==> config.mk <==
export PLATFORM = sky130hd
export DESIGN_NAME = interrupt_exception_seq_flat
export DESIGN_NICKNAME = d
export VERILOG_FILES = /design/src/rtl/interrupt_exception_seq_pkg.sv /design/src/rtl/interrupt_exception_seq_if.sv /design/src/rtl/interrupt_exception_seq.sv /design/src/flat_wrapper.sv
export SDC_FILE = /design/constraint.sdc
export NUM_CORES = 1
export LEC_CHECK = 0
export BUFFER_PORTS_ARGS = -buffer_cell sky130_fd_sc_hd__clkbuf_2
export CELL_PAD_IN_SITES_DETAIL_PLACEMENT = 2
export CELL_PAD_IN_SITES_GLOBAL_PLACEMENT = 2
export CORE_ASPECT_RATIO = 0.5
export CORE_UTILIZATION = 24
export DETAILED_ROUTE_END_ITERATION = 7
export GPL_TIMING_DRIVEN = 1
export PLACE_DENSITY_LB_ADDON = 0.1
export SLEW_MARGIN = 5
export SYNTH_ARGS = -nofsm -noshare
export SYNTH_HDL_FRONTEND = slang
export SYNTH_SLANG_ARGS = --single-unit
==> constraint.sdc <==
create_clock -name clk -period 2.4 [get_ports clk]
set_input_delay 0.48 -clock clk [delete_from_list [all_inputs] [get_ports clk]]
set_output_delay 0.48 -clock clk [all_outputs]
set_load 0.1 [all_outputs]
==> src/rtl/interrupt_exception_seq_pkg.sv <==
// -----------------------------------------------------------------------------
// int_seq_pkg
// Shared types and constants for the interrupt/exception entry sequencer:
//   - seq_state_e : sequencer FSM states
//   - INTM_0/INTM_2 : interrupt control mode encodings
//   - VEC_BASE_DEF/STK_STEP_DEF : default vector-table base and push step
//   - irq_ctx_t : context captured at acceptance and used for the whole entry
// -----------------------------------------------------------------------------
package int_seq_pkg;

    typedef enum logic [2:0] {
        ST_IDLE     = 3'd0,
        ST_PUSH_PC  = 3'd1,
        ST_PUSH_CCR = 3'd2,
        ST_FETCH    = 3'd3,
        ST_DONE     = 3'd4
    } seq_state_e;

    localparam logic [1:0]  INTM_0       = 2'b00;
    localparam logic [1:0]  INTM_2       = 2'b10;
    localparam logic [31:0] VEC_BASE_DEF = 32'h0000_0000;
    localparam int unsigned STK_STEP_DEF = 4;

    // Everything the sequence needs, frozen at the acceptance edge so that
    // the CPU/controller inputs may change freely while the entry runs.
    typedef struct packed {
        logic [7:0]  vector;
        logic [2:0]  prio;
        logic [31:0] pc;
        logic [31:0] sp;
        logic [7:0]  ccr;
        logic [2:0]  exr;
        logic        mode2;
    } irq_ctx_t;

    // Only 2'b10 selects mode 2; every other encoding behaves as mode 0.
    function automatic logic is_mode2(input logic [1:0] intm);
        return intm == INTM_2;
    endfunction

    // Second stacked word: EXR rides above the CCR only in mode 2.
    function automatic logic [31:0] ccr_frame(input logic mode2,
                                              input logic [2:0] exr,
                                              input logic [7:0] ccr);
        return mode2 ? {21'b0, exr, ccr} : {24'b0, ccr};
    endfunction

endpackage

==> src/rtl/interrupt_exception_seq_if.sv <==
// -----------------------------------------------------------------------------
// interrupt_exception_seq_if
// Memory bus used by the sequencer for the two stack pushes and the vector
// fetch. Request/address/data/we are held until mem_ack is sampled high.
//   master : sequencer side (drives req/we/addr/wdata, receives ack/rdata)
//   slave  : memory side
// -----------------------------------------------------------------------------
interface interrupt_exception_seq_if;
    logic        mem_req;
    logic        mem_we;
    logic [31:0] mem_addr;
    logic [31:0] mem_wdata;
    logic        mem_ack;
    logic [31:0] mem_rdata;

    modport master (
        output mem_req, mem_we, mem_addr, mem_wdata,
        input  mem_ack, mem_rdata
    );

    modport slave (
        input  mem_req, mem_we, mem_addr, mem_wdata,
        output mem_ack, mem_rdata
    );
endinterface

==> src/rtl/interrupt_exception_seq.sv <==
// -----------------------------------------------------------------------------
// interrupt_exception_seq
// Interrupt entry sequencer. At an instruction boundary with a pending
// interrupt it stalls the CPU, pushes PC then CCR (plus EXR in mode 2) onto
// the stack, fetches the handler address from the vector table, and emits a
// one-cycle DONE strobe carrying the new PC/SP while updating the mask state.
//
// Ports:
//   clk, rst_n                      clock, synchronous active-low reset
//   interrupt_request_i             pending interrupt
//   vector_number_i, int_prio_i     vector and priority of that interrupt
//   INTM_i                          interrupt control mode
//   inst_boundary_i                 CPU at instruction boundary
//   cur_pc_i, cur_sp_i, cur_ccr_i   CPU state to be stacked
//   mask_wr_i, mask_i_in_i,
//   mask_exr_in_i                   software load of I_bit/EXR (IDLE only)
//   mem                             memory bus (master modport)
//   cpu_stall_o                     high for the whole sequence
//   new_pc_o, new_sp_o,
//   new_pc_valid_o                  handler entry values, valid in DONE
//   interrupt_exception_handling_o  DONE pulse to the interrupt controller
//   I_bit_o, EXR_o                  current interrupt mask state
// -----------------------------------------------------------------------------
module interrupt_exception_seq
    import int_seq_pkg::*;
#(
    parameter logic [31:0] VEC_BASE = VEC_BASE_DEF,
    parameter int unsigned STK_STEP = STK_STEP_DEF
) (
    input  logic        clk,
    input  logic        rst_n,
    input  logic        interrupt_request_i,
    input  logic [7:0]  vector_number_i,
    input  logic [2:0]  int_prio_i,
    input  logic [1:0]  INTM_i,
    input  logic        inst_boundary_i,
    input  logic [31:0] cur_pc_i,
    input  logic [31:0] cur_sp_i,
    input  logic [7:0]  cur_ccr_i,
    input  logic        mask_wr_i,
    input  logic        mask_i_in_i,
    input  logic [2:0]  mask_exr_in_i,
    interrupt_exception_seq_if.master mem,
    output logic        cpu_stall_o,
    output logic [31:0] new_pc_o,
    output logic [31:0] new_sp_o,
    output logic        new_pc_valid_o,
    output logic        interrupt_exception_handling_o,
    output logic        I_bit_o,
    output logic [2:0]  EXR_o
);

    localparam logic [31:0] STEP1 = 32'(STK_STEP);
    localparam logic [31:0] STEP2 = 32'(2 * STK_STEP);

    seq_state_e  state_q, state_d;
    irq_ctx_t    ctx_q;
    logic [31:0] fetch_q;
    logic        i_bit_q;
    logic [2:0]  exr_q;
    logic        accept;

    logic        req_c, we_c;
    logic [31:0] addr_c, wdata_c;

    assign accept = (state_q == ST_IDLE) && interrupt_request_i && inst_boundary_i;

    // -------------------------------------------------------------------------
    // State and context registers
    // -------------------------------------------------------------------------
    always_ff @(posedge clk) begin
        if (!rst_n) begin
            state_q <= ST_IDLE;
            ctx_q   <= '0;
            fetch_q <= '0;
            i_bit_q <= 1'b1;
            exr_q   <= 3'b111;
        end else begin
            state_q <= state_d;

            if (accept) begin
                ctx_q.vector <= vector_number_i;
                ctx_q.prio   <= int_prio_i;
                ctx_q.pc     <= cur_pc_i;
                ctx_q.sp     <= cur_sp_i;
                ctx_q.ccr    <= cur_ccr_i;
                ctx_q.exr    <= exr_q;
                ctx_q.mode2  <= is_mode2(INTM_i);
            end

            if (state_q == ST_FETCH && mem.mem_ack) begin
                fetch_q <= mem.mem_rdata;
            end

            // The entry's own mask update takes precedence; software loads
            // are honoured only while no sequence is in flight.
            if (state_q == ST_DONE) begin
                i_bit_q <= 1'b1;
                if (ctx_q.mode2) begin
                    exr_q <= ctx_q.prio;
                end
            end else if (state_q == ST_IDLE && mask_wr_i) begin
                i_bit_q <= mask_i_in_i;
                exr_q   <= mask_exr_in_i;
            end
        end
    end

    // -------------------------------------------------------------------------
    // Next state and bus outputs. Bus fields are pure functions of state and
    // frozen context, so they stay put for as long as the memory waits.
    // -------------------------------------------------------------------------
    always_comb begin
        state_d = state_q;
        req_c   = 1'b0;
        we_c    = 1'b0;
        addr_c  = '0;
        wdata_c = '0;

        case (state_q)
            ST_IDLE: begin
                if (accept) state_d = ST_PUSH_PC;
            end
            ST_PUSH_PC: begin
                req_c   = 1'b1;
                we_c    = 1'b1;
                addr_c  = ctx_q.sp - STEP1;
                wdata_c = ctx_q.pc;
                if (mem.mem_ack) state_d = ST_PUSH_CCR;
            end
            ST_PUSH_CCR: begin
                req_c   = 1'b1;
                we_c    = 1'b1;
                addr_c  = ctx_q.sp - STEP2;
                wdata_c = ccr_frame(ctx_q.mode2, ctx_q.exr, ctx_q.ccr);
                if (mem.mem_ack) state_d = ST_FETCH;
            end
            ST_FETCH: begin
                req_c  = 1'b1;
                addr_c = VEC_BASE + {22'b0, ctx_q.vector, 2'b00};
                if (mem.mem_ack) state_d = ST_DONE;
            end
            ST_DONE: begin
                state_d = ST_IDLE;
            end
            default: begin
                state_d = ST_IDLE;
            end
        endcase
    end

    assign mem.mem_req   = req_c;
    assign mem.mem_we    = we_c;
    assign mem.mem_addr  = addr_c;
    assign mem.mem_wdata = wdata_c;

    assign cpu_stall_o                    = (state_q != ST_IDLE);
    assign new_pc_valid_o                 = (state_q == ST_DONE);
    assign interrupt_exception_handling_o = (state_q == ST_DONE);
    assign new_pc_o = (state_q == ST_DONE) ? fetch_q : '0;
    assign new_sp_o = (state_q == ST_DONE) ? (ctx_q.sp - STEP2) : '0;
    assign I_bit_o  = i_bit_q;
    assign EXR_o    = exr_q;

endmodule

==> src/flat_wrapper.sv <==
// flat-port wrapper written by rule: the top's interface ports become plain ports
module interrupt_exception_seq_flat import int_seq_pkg::*;
#(
    parameter logic [31:0] VEC_BASE = VEC_BASE_DEF,
    parameter int unsigned STK_STEP = STK_STEP_DEF
)
  (clk, rst_n, interrupt_request_i, vector_number_i, int_prio_i, INTM_i, inst_boundary_i, cur_pc_i, cur_sp_i, cur_ccr_i, mask_wr_i, mask_i_in_i, mask_exr_in_i, cpu_stall_o, new_pc_o, new_sp_o, new_pc_valid_o, interrupt_exception_handling_o, I_bit_o, EXR_o, mem_mem_req, mem_mem_we, mem_mem_addr, mem_mem_wdata, mem_mem_ack, mem_mem_rdata);
  interrupt_exception_seq_if mem_i ();
  input  logic clk;
  input  logic rst_n;
  input  logic interrupt_request_i;
  input  logic [7:0] vector_number_i;
  input  logic [2:0] int_prio_i;
  input  logic [1:0] INTM_i;
  input  logic inst_boundary_i;
  input  logic [31:0] cur_pc_i;
  input  logic [31:0] cur_sp_i;
  input  logic [7:0] cur_ccr_i;
  input  logic mask_wr_i;
  input  logic mask_i_in_i;
  input  logic [2:0] mask_exr_in_i;
  output logic cpu_stall_o;
  output logic [31:0] new_pc_o;
  output logic [31:0] new_sp_o;
  output logic new_pc_valid_o;
  output logic interrupt_exception_handling_o;
  output logic I_bit_o;
  output logic [2:0] EXR_o;
  output wire logic [$bits(mem_i.mem_req)-1:0] mem_mem_req;
  output wire logic [$bits(mem_i.mem_we)-1:0] mem_mem_we;
  output wire logic [$bits(mem_i.mem_addr)-1:0] mem_mem_addr;
  output wire logic [$bits(mem_i.mem_wdata)-1:0] mem_mem_wdata;
  input wire logic [$bits(mem_i.mem_ack)-1:0] mem_mem_ack;
  input wire logic [$bits(mem_i.mem_rdata)-1:0] mem_mem_rdata;
  assign mem_mem_req = mem_i.mem_req;
  assign mem_mem_we = mem_i.mem_we;
  assign mem_mem_addr = mem_i.mem_addr;
  assign mem_mem_wdata = mem_i.mem_wdata;
  assign mem_i.mem_ack = mem_mem_ack;
  assign mem_i.mem_rdata = mem_mem_rdata;
  interrupt_exception_seq #(.VEC_BASE(VEC_BASE), .STK_STEP(STK_STEP)) u_core (.clk(clk), .rst_n(rst_n), .interrupt_request_i(interrupt_request_i), .vector_number_i(vector_number_i), .int_prio_i(int_prio_i), .INTM_i(INTM_i), .inst_boundary_i(inst_boundary_i), .cur_pc_i(cur_pc_i), .cur_sp_i(cur_sp_i), .cur_ccr_i(cur_ccr_i), .mask_wr_i(mask_wr_i), .mask_i_in_i(mask_i_in_i), .mask_exr_in_i(mask_exr_in_i), .mem(mem_i), .cpu_stall_o(cpu_stall_o), .new_pc_o(new_pc_o), .new_sp_o(new_sp_o), .new_pc_valid_o(new_pc_valid_o), .interrupt_exception_handling_o(interrupt_exception_handling_o), .I_bit_o(I_bit_o), .EXR_o(EXR_o));
endmodule
==> metrics.txt, run 1 <==
result of the run=finished, violations left; violations in the final reports=setup timing; Sequential Power Share=about a quarter; distinct cell type count after synthesis=66; synthesized netlist net count=~1100; largest clock skew in the final design=approximately 0.010 ns; kind of end point of the critical path=primary output; final hold vios=0; clock root buffer=sky130_fd_sc_hd__clkbuf_16; type of origin of the critical path=flop; count of port buffers added during placement=approximately 260; Final Util=between 50 and 60%; Post-layout nets=around 1500; Final Max Tran Viols=0; final weighted congestion of routability-driven global placement=0.849; Initial Utilization=between 20% and 30%; Die Ht=around 120 µm; Post-CTS Hold Buffers=0; routed vias=9150; instance area after placement=0.0124 mm²; RSZ-0062 raised after global routing=true; clock-pin slew of the registers on the worst-case setup and hold paths=0.06 ns; Netlist Area Pre-Place=about 0.0072 mm²; pwr dens=slightly above 600 mW/mm²; Site Rows=44; CTS max path bufs=2; maximum single-stage delay on the critical path=around 0.44 ns; Inserted Clock Buffers=17; most common library cell in the layout ignoring fill and taps=sky130_fd_sc_hd__nand2_1; fraction of synthesized cell area taken by the top area cell type=about a third; largest fanout of any net on the critical path=8; commonest non-fill, non-tap cells in the layout=256 x sky130_fd_sc_hd__nand2_1, 143 x sky130_fd_sc_hd__buf_12, 140 x sky130_fd_sc_hd__buf_4; number of DRC violations after detailed-routing iteration 0=between 300 and 400; combinational power share=44.0%; IO Count=roughly 260; synthesized area per cell=roughly 7.5 µm²; maximum vdd ir drop=0.515 mV; count of flip-flops with a built-in enable after synthesis=0; # clock sinks=126; Final Worst Setup Slack=-0.957 ns; highest achievable clock rate=approximately 300 MHz; TritonCTS clock tree=built; total of max-cap violations=0; antenna viol nets, final=0; detail-routed via count per cell=slightly above 5; first-pass iteration count of the detailed router=5; cell area after layout=between 0.01 and 0.015 mm²; Syn Inst Count=959; endpoints failing setup=roughly 60; width of the die=246 µm; overall die area=around 0.031 mm²; Final Critical Period=roughly 3.4 ns; reg-to-reg critical path startpoint=u_core.state_q[2]; number of antenna violations at the first check in global routing=0; switching pwr=around 3600 µW; share of the yosys chip area belonging to registers=between 30% and 40%; startpoint of the worst setup timing path=u_core.ctx_q[35]; number of diodes added for antenna fixing=0; share of layout cells above drive strength 1=between 50% and 60%; Worst slew margin=62.5%; area of combinational cells with multiple inputs=0.00584 mm²; leakage power of the design=around 0.006 µW; Data required, critical path=1.92 ns; Internal Power=between 5000 and 6000 µW; final wirelength=about 48 mm; CP max-delay cell=sky130_fd_sc_hd__nor3_1; dominant cells by area after synthesis=sky130_fd_sc_hd__dfxtp_1 35%, sky130_fd_sc_hd__nand2_1 14%, sky130_fd_sc_hd__a21boi_0 12%, sky130_fd_sc_hd__and3_1 3.5%, sky130_fd_sc_hd__clkbuf_1 3.3%; Storage cell area=0.00256 mm²; grt ovf=0; Net Sw Frac=39.2%; detailed-placement wirelength estimate=around 26 mm; wire per inst=~27 µm; clk_lat worst skew=0.46 ns; pin count of the biggest net entering global routing=52; list of cells traversed by the critical path=buf_4, nor3_1, nand3_1, or3_1, o211ai_1, o311ai_4, buf_12; startpoint of the tightest hold check path=mem_mem_rdata[15]; commonest register cell after synthesis=sky130_fd_sc_hd__dfxtp_1; total core area=between 0.02 and 0.03 mm²; clock share of power=31.3%; Total Routing Usage GR=about 28%; wire length of the first global-routing pass=around 63 mm; portion of the clock cycle consumed by the worst path in the final layout=140%; number of global-route vias before repair=9854; slew at the pin closest to its max-slew limit=roughly 0.57 ns; count of filler cells inserted in the layout=around 2900; number of flip-flops and latches in the synthesized netlist=roughly 130; H-Tree Level Count=4; Synth async-reset ratio=0%; DRC violations left=0; library cell with the largest summed area after synthesis=sky130_fd_sc_hd__dfxtp_1; class of the most critical hold timing path=in2reg; arrival time worst endpoint=between 2 and 3 ns; critical path type=reg2out; Yosys warning total=0; layout overhead on the synthesized area=108%
-- power groups by stage --
stage | registers [µW] | clock network, µW | logic, µW
after floorplan | 2310 | 0 | 1780
after global placement | 2300 | 0 | 2920
after detailed placement | 2310 | 0 | 3000
after CTS | 2270 | 2930 | 3540
after global routing | 2290 | 3040 | 4190
final | 2280 | 2890 | 4070
-- per-layer routing --
| layer | track usage (%) | routed length (µm) | up-vias | part of all wire (%) |
|---|---|---|---|---|
| met4 | 10.9 | 2030 | 0 | 4.2 |
| met2 | 51.9 | 25100 | 324 | 53 |
| li1 | - | - | 4055 | - |
| met1 | 30.9 | 18200 | 4644 | 38 |
| met3 | 5.88 | 2490 | 127 | 5.2 |
| met5 | 0 | 0 | - | 0 |
-- kinds of logic after synthesis --
logic type,share of synthesized area (%)
and+or+nand+nor,31.1
AOI/OAI and AO/OA,22.8
DFF,35.3
buffers and inverters,7.27
xor gates and xnor gates,2.69
muxes,0.577
adders and majority gates,0.350
-- registers in the layout, summed over array words and instances (netlist names) --
signal and cells:
u_core.ctx_q 87, u_core.fetch_q 32, u_core.EXR_o 3, u_core.state_q 3
u_core.I_bit_o 1
-- worst max-delay path, delay by kind of cell (launching register included) --
kind / cells / cell delay (ns)
flip-flops: 1 / 0.34
AND/OR/NAND/NOR: 3 / 1.14
AO/OA/AOI/OAI: 2 / 0.52
buffers and inverters: 2 / 0.41
-- synth_stat cells, drive strengths merged (11+ instances only) --
master	number
a21boi	119
a21oi	39
a22o	13
and2	27
and3	40
buf	19
clkbuf	71
dfxtp	126
inv	11
nand2	270
nand3	15
nor2	54
nor4	14
o21ai	22
or3	12
xor2	12
-- final cells by class --
type	count	share of cell area, %
Inverter	11	0.378
Sequential cell	126	17.2
Multi-Input combinational cell	730	39.1
Clock buffer	20	3.00
Clock inverter	12	1.24
Tap cell	391	3.28
Timing Repair Buffer	472	35.8
-- worst paths after layout --
check / to / slack, ns / depth (start not counted)
hold / removal: u_core.fetch_q[15] / 0.25 / 3
hold reg to reg: u_core.fetch_q[4] / 0.46 / 2
setup / recovery: mem_mem_addr[30] / -0.96 / 7
setup reg to reg: u_core.ctx_q[27] / 0.08 / 8
-- per-stage QoR --
step                total power [µW]  worst slack (ns)  TNS (ns)  hold WS [ns]  std cells
finish                          9240            -0.957    -31.25         0.252       1762
global route                    9510            -0.978    -34.34         0.260       1762
CTS                             8740            -0.640    -22.41         0.237       1736
detailed placement              5300            -0.185     -2.99         0.458       1665
global placement                5220            -0.138     -1.19         0.445       1665
floorplan                       4090            -0.853    -12.66         0.439        959
-- timing repair --
action	4_1_cts	5_1_grt
pin swaps	60	47
cloned	2	2
resized for setup	188	92
buffers inserted	38	33
setup endpoints to repair	132	85
(Power assumes the default switching activity.)
==> inputs of run 2 (changes only) <==
--- a/config.mk
+++ b/config.mk
@@ -17,3 +17,4 @@
 export SYNTH_ARGS = -nofsm -noshare
 export SYNTH_HDL_FRONTEND = slang
 export SYNTH_SLANG_ARGS = --single-unit
+export TNS_END_PERCENT = 20
==> run 2 against run 1 <==
Compared with the run above: the run still ends with setup timing left; via count down 6.9%; clock skew down 0.0014 ns; global-route usage is 4.0 points lower; clock power decreased by 2%; largest cell class unchanged.
==> metrics.txt, run 2 (synthesis results as in run 1) <==
Internal Power=5360 µW (-4.6%); max FFs per register=87 (unchanged); TritonCTS clock tree=built; CTS max path bufs=2 (unchanged); final weighted congestion of routability-driven global placement=0.854 (+0.65%); detail-routed via count per cell=4.92 (-5.2%); CP max-delay cell=sky130_fd_sc_hd__or4b_4; post-placement cell count=1670 (+0.30%); total core area=0.0292 mm² (unchanged); endpoints failing setup=56 (-8.2%); width of the die=246 µm (unchanged); leakage power of the design=0.00568 µW (-5.3%); result of the run=finished, violations left; kind of end point of the critical path=primary output; Final Worst Setup Slack=-0.728 ns (+0.229 ns); critical path type=reg2out; wire per inst=21.9 µm (-19%); switching pwr=3240 µW (-10%); type of origin of the critical path=flop; Final Critical Period=3.13 ns (-0.229 ns); clock share of power=33.1% (+1.8 points); Sequential Power Share=26.4% (+1.7 points); Final Instance Count excl. Fillers=1730 (-1.8%); largest fanout of any net on the critical path=3 (-5); Hold Worst Slack=0.260 ns (+0.00740 ns); placement-stage worst setup slack=-0.331 ns (-0.147 ns); commonest non-fill, non-tap cells in the layout=263 x sky130_fd_sc_hd__nand2_1, 141 x sky130_fd_sc_hd__buf_12, 140 x sky130_fd_sc_hd__buf_4; grt ovf=0 (unchanged); Most flops, register=u_core.ctx_q; overall die area=0.0306 mm² (unchanged); total of max-cap violations=0 (unchanged); first-pass iteration count of the detailed router=4 (-1); count of port buffers added during placement=263 (unchanged); Post-CTS Hold Buffers=0 (unchanged); highest achievable clock rate=320 MHz (+7.3%); Post-layout nets=1456 (-2.1%); portion of the clock cycle consumed by the worst path in the final layout=130% (-9.6 points); final hold vios=0 (unchanged); number of antenna violations at the first check in global routing=0 (unchanged); most common library cell in the layout ignoring fill and taps=sky130_fd_sc_hd__nand2_1; Site Rows=44 (unchanged); list of cells traversed by the critical path=nor4_4, nand3_2, or4b_4, buf_6, o21ai_1, buf_4, a21oi_4, buf_12; detailed-placement wirelength estimate=25.8 mm (about the same); number of global-route vias before repair=9359 (-5.0%); clk_lat worst skew=0.45 ns (about the same); # clock sinks=126 (unchanged); clock root buffer=sky130_fd_sc_hd__clkbuf_16; IO Count=264 (unchanged); class of the most critical hold timing path=in2reg; slew at the pin closest to its max-slew limit=0.592 ns (+0.0267 ns); RSZ-0062 raised after global routing=true; pwr dens=622 mW/mm² (+0.41%); clock-pin slew of the registers on the worst-case setup and hold paths=0.06 ns (about the same); routed vias=8518 (-6.9%); largest clock skew in the final design=0.00891 ns (-0.00141 ns); H-Tree Level Count=4 (unchanged); Total Routing Usage GR=23.8% (-4.0 points); Die Ht=124 µm (unchanged); maximum single-stage delay on the critical path=0.58 ns (+0.14 ns); wire length of the first global-routing pass=54.7 mm (-13%); combinational power share=40.5% (-3.5 points); maximum vdd ir drop=0.387 mV (-25%); number of DRC violations after detailed-routing iteration 0=306 (-13%); Net Sw Frac=37.7% (-1.5 points); arrival time worst endpoint=2.65 ns (-0.23 ns); final wirelength=37.9 mm (-21%); antenna viol nets, final=0 (unchanged); Data required, critical path=1.92 ns (about the same); Initial Utilization=24.5% (unchanged); pin count of the biggest net entering global routing=53 (+1.9%); Top Registers=u_core.ctx_q x87, u_core.fetch_q x32; violations in the final reports=setup timing; Final Max Tran Viols=0 (unchanged); layout overhead on the synthesized area=93.2%; share of layout cells above drive strength 1=47.7% (-7.6 points); Worst slew margin=60.5% (-1.9 points); DRC violations left=0 (unchanged); number of diodes added for antenna fixing=0 (unchanged); Inserted Clock Buffers=17 (unchanged)
## run 2: metrics by stage
step	utilization, %	TNS, ns	power, µW	area, µm²
floorplan	-	-34.72	4030	7820
global placement	42.1	-2.51	5200	12300
detailed placement	42.1	-4.30	5270	12300
CTS	46.0	-23.29	8390	13400
global route	47.4	-29.65	8930	13800
finish	47.4	-24.97	8600	13800
## run 2: what timing repair did
action / 4_1_cts / 5_1_grt
cloned: 0 / 0
pin swaps: 34 / 37
resized for setup: 104 / 64
setup endpoints to repair: 130 / 129
buffers inserted: 12 / 19
## run 2: path summary, 6_finish.rpt
check	start	cells after the start	end	slack (ns)
worst max-delay path	u_core.ctx_q[29]	8	new_sp_o[24]	-0.73
worst min register to register	u_core.fetch_q[12]	2	u_core.fetch_q[12]	0.46
worst min-delay path	cur_sp_i[7]	3	u_core.ctx_q[19]	0.26
worst max register to register	u_core.state_q[2]	6	u_core.fetch_q[1]	0.34
## run 2: power groups by stage
stage,Sequential (µW),Combinational [µW],Clock (µW)
6_report,2270,3480,2840
5_1_grt,2280,3640,3010
2_1_floorplan,2310,1720,0
4_1_cts,2270,3220,2900
3_3_place_gp,2300,2900,0
3_5_place_dp,2310,2960,0
## run 2: final cells by class
| cell class | instances | area, µm² |
|---|---|---|
| multi-input combinational | 730 | 5230 |
| inverter | 11 | 43.8 |
| tap | 391 | 489 |
| timing repair buffer | 441 | 4890 |
| fill | 3078 | 15400 |
| sequential | 126 | 2560 |
| clock buffer | 18 | 429 |
| clock inverter | 13 | 189 |
## run 2: critical path, delay by kind of cell (launching register included)
family	cells	cell delay, ns
and+or+nand+nor	3	1.09
AOI/OAI and AO/OA	2	0.24
buffers and inverters	3	0.50
DFF	1	0.36
## run 2: layer usage
metal  global-route usage, %  share of wire, %  vias to the layer above
li1                        -                 -                     3990
met1                    26.9                40                     4292
met2                    44.5                53                      171
met3                    4.48               3.7                       65
met4                    9.08               2.7                        0
met5                       0                 0                        -
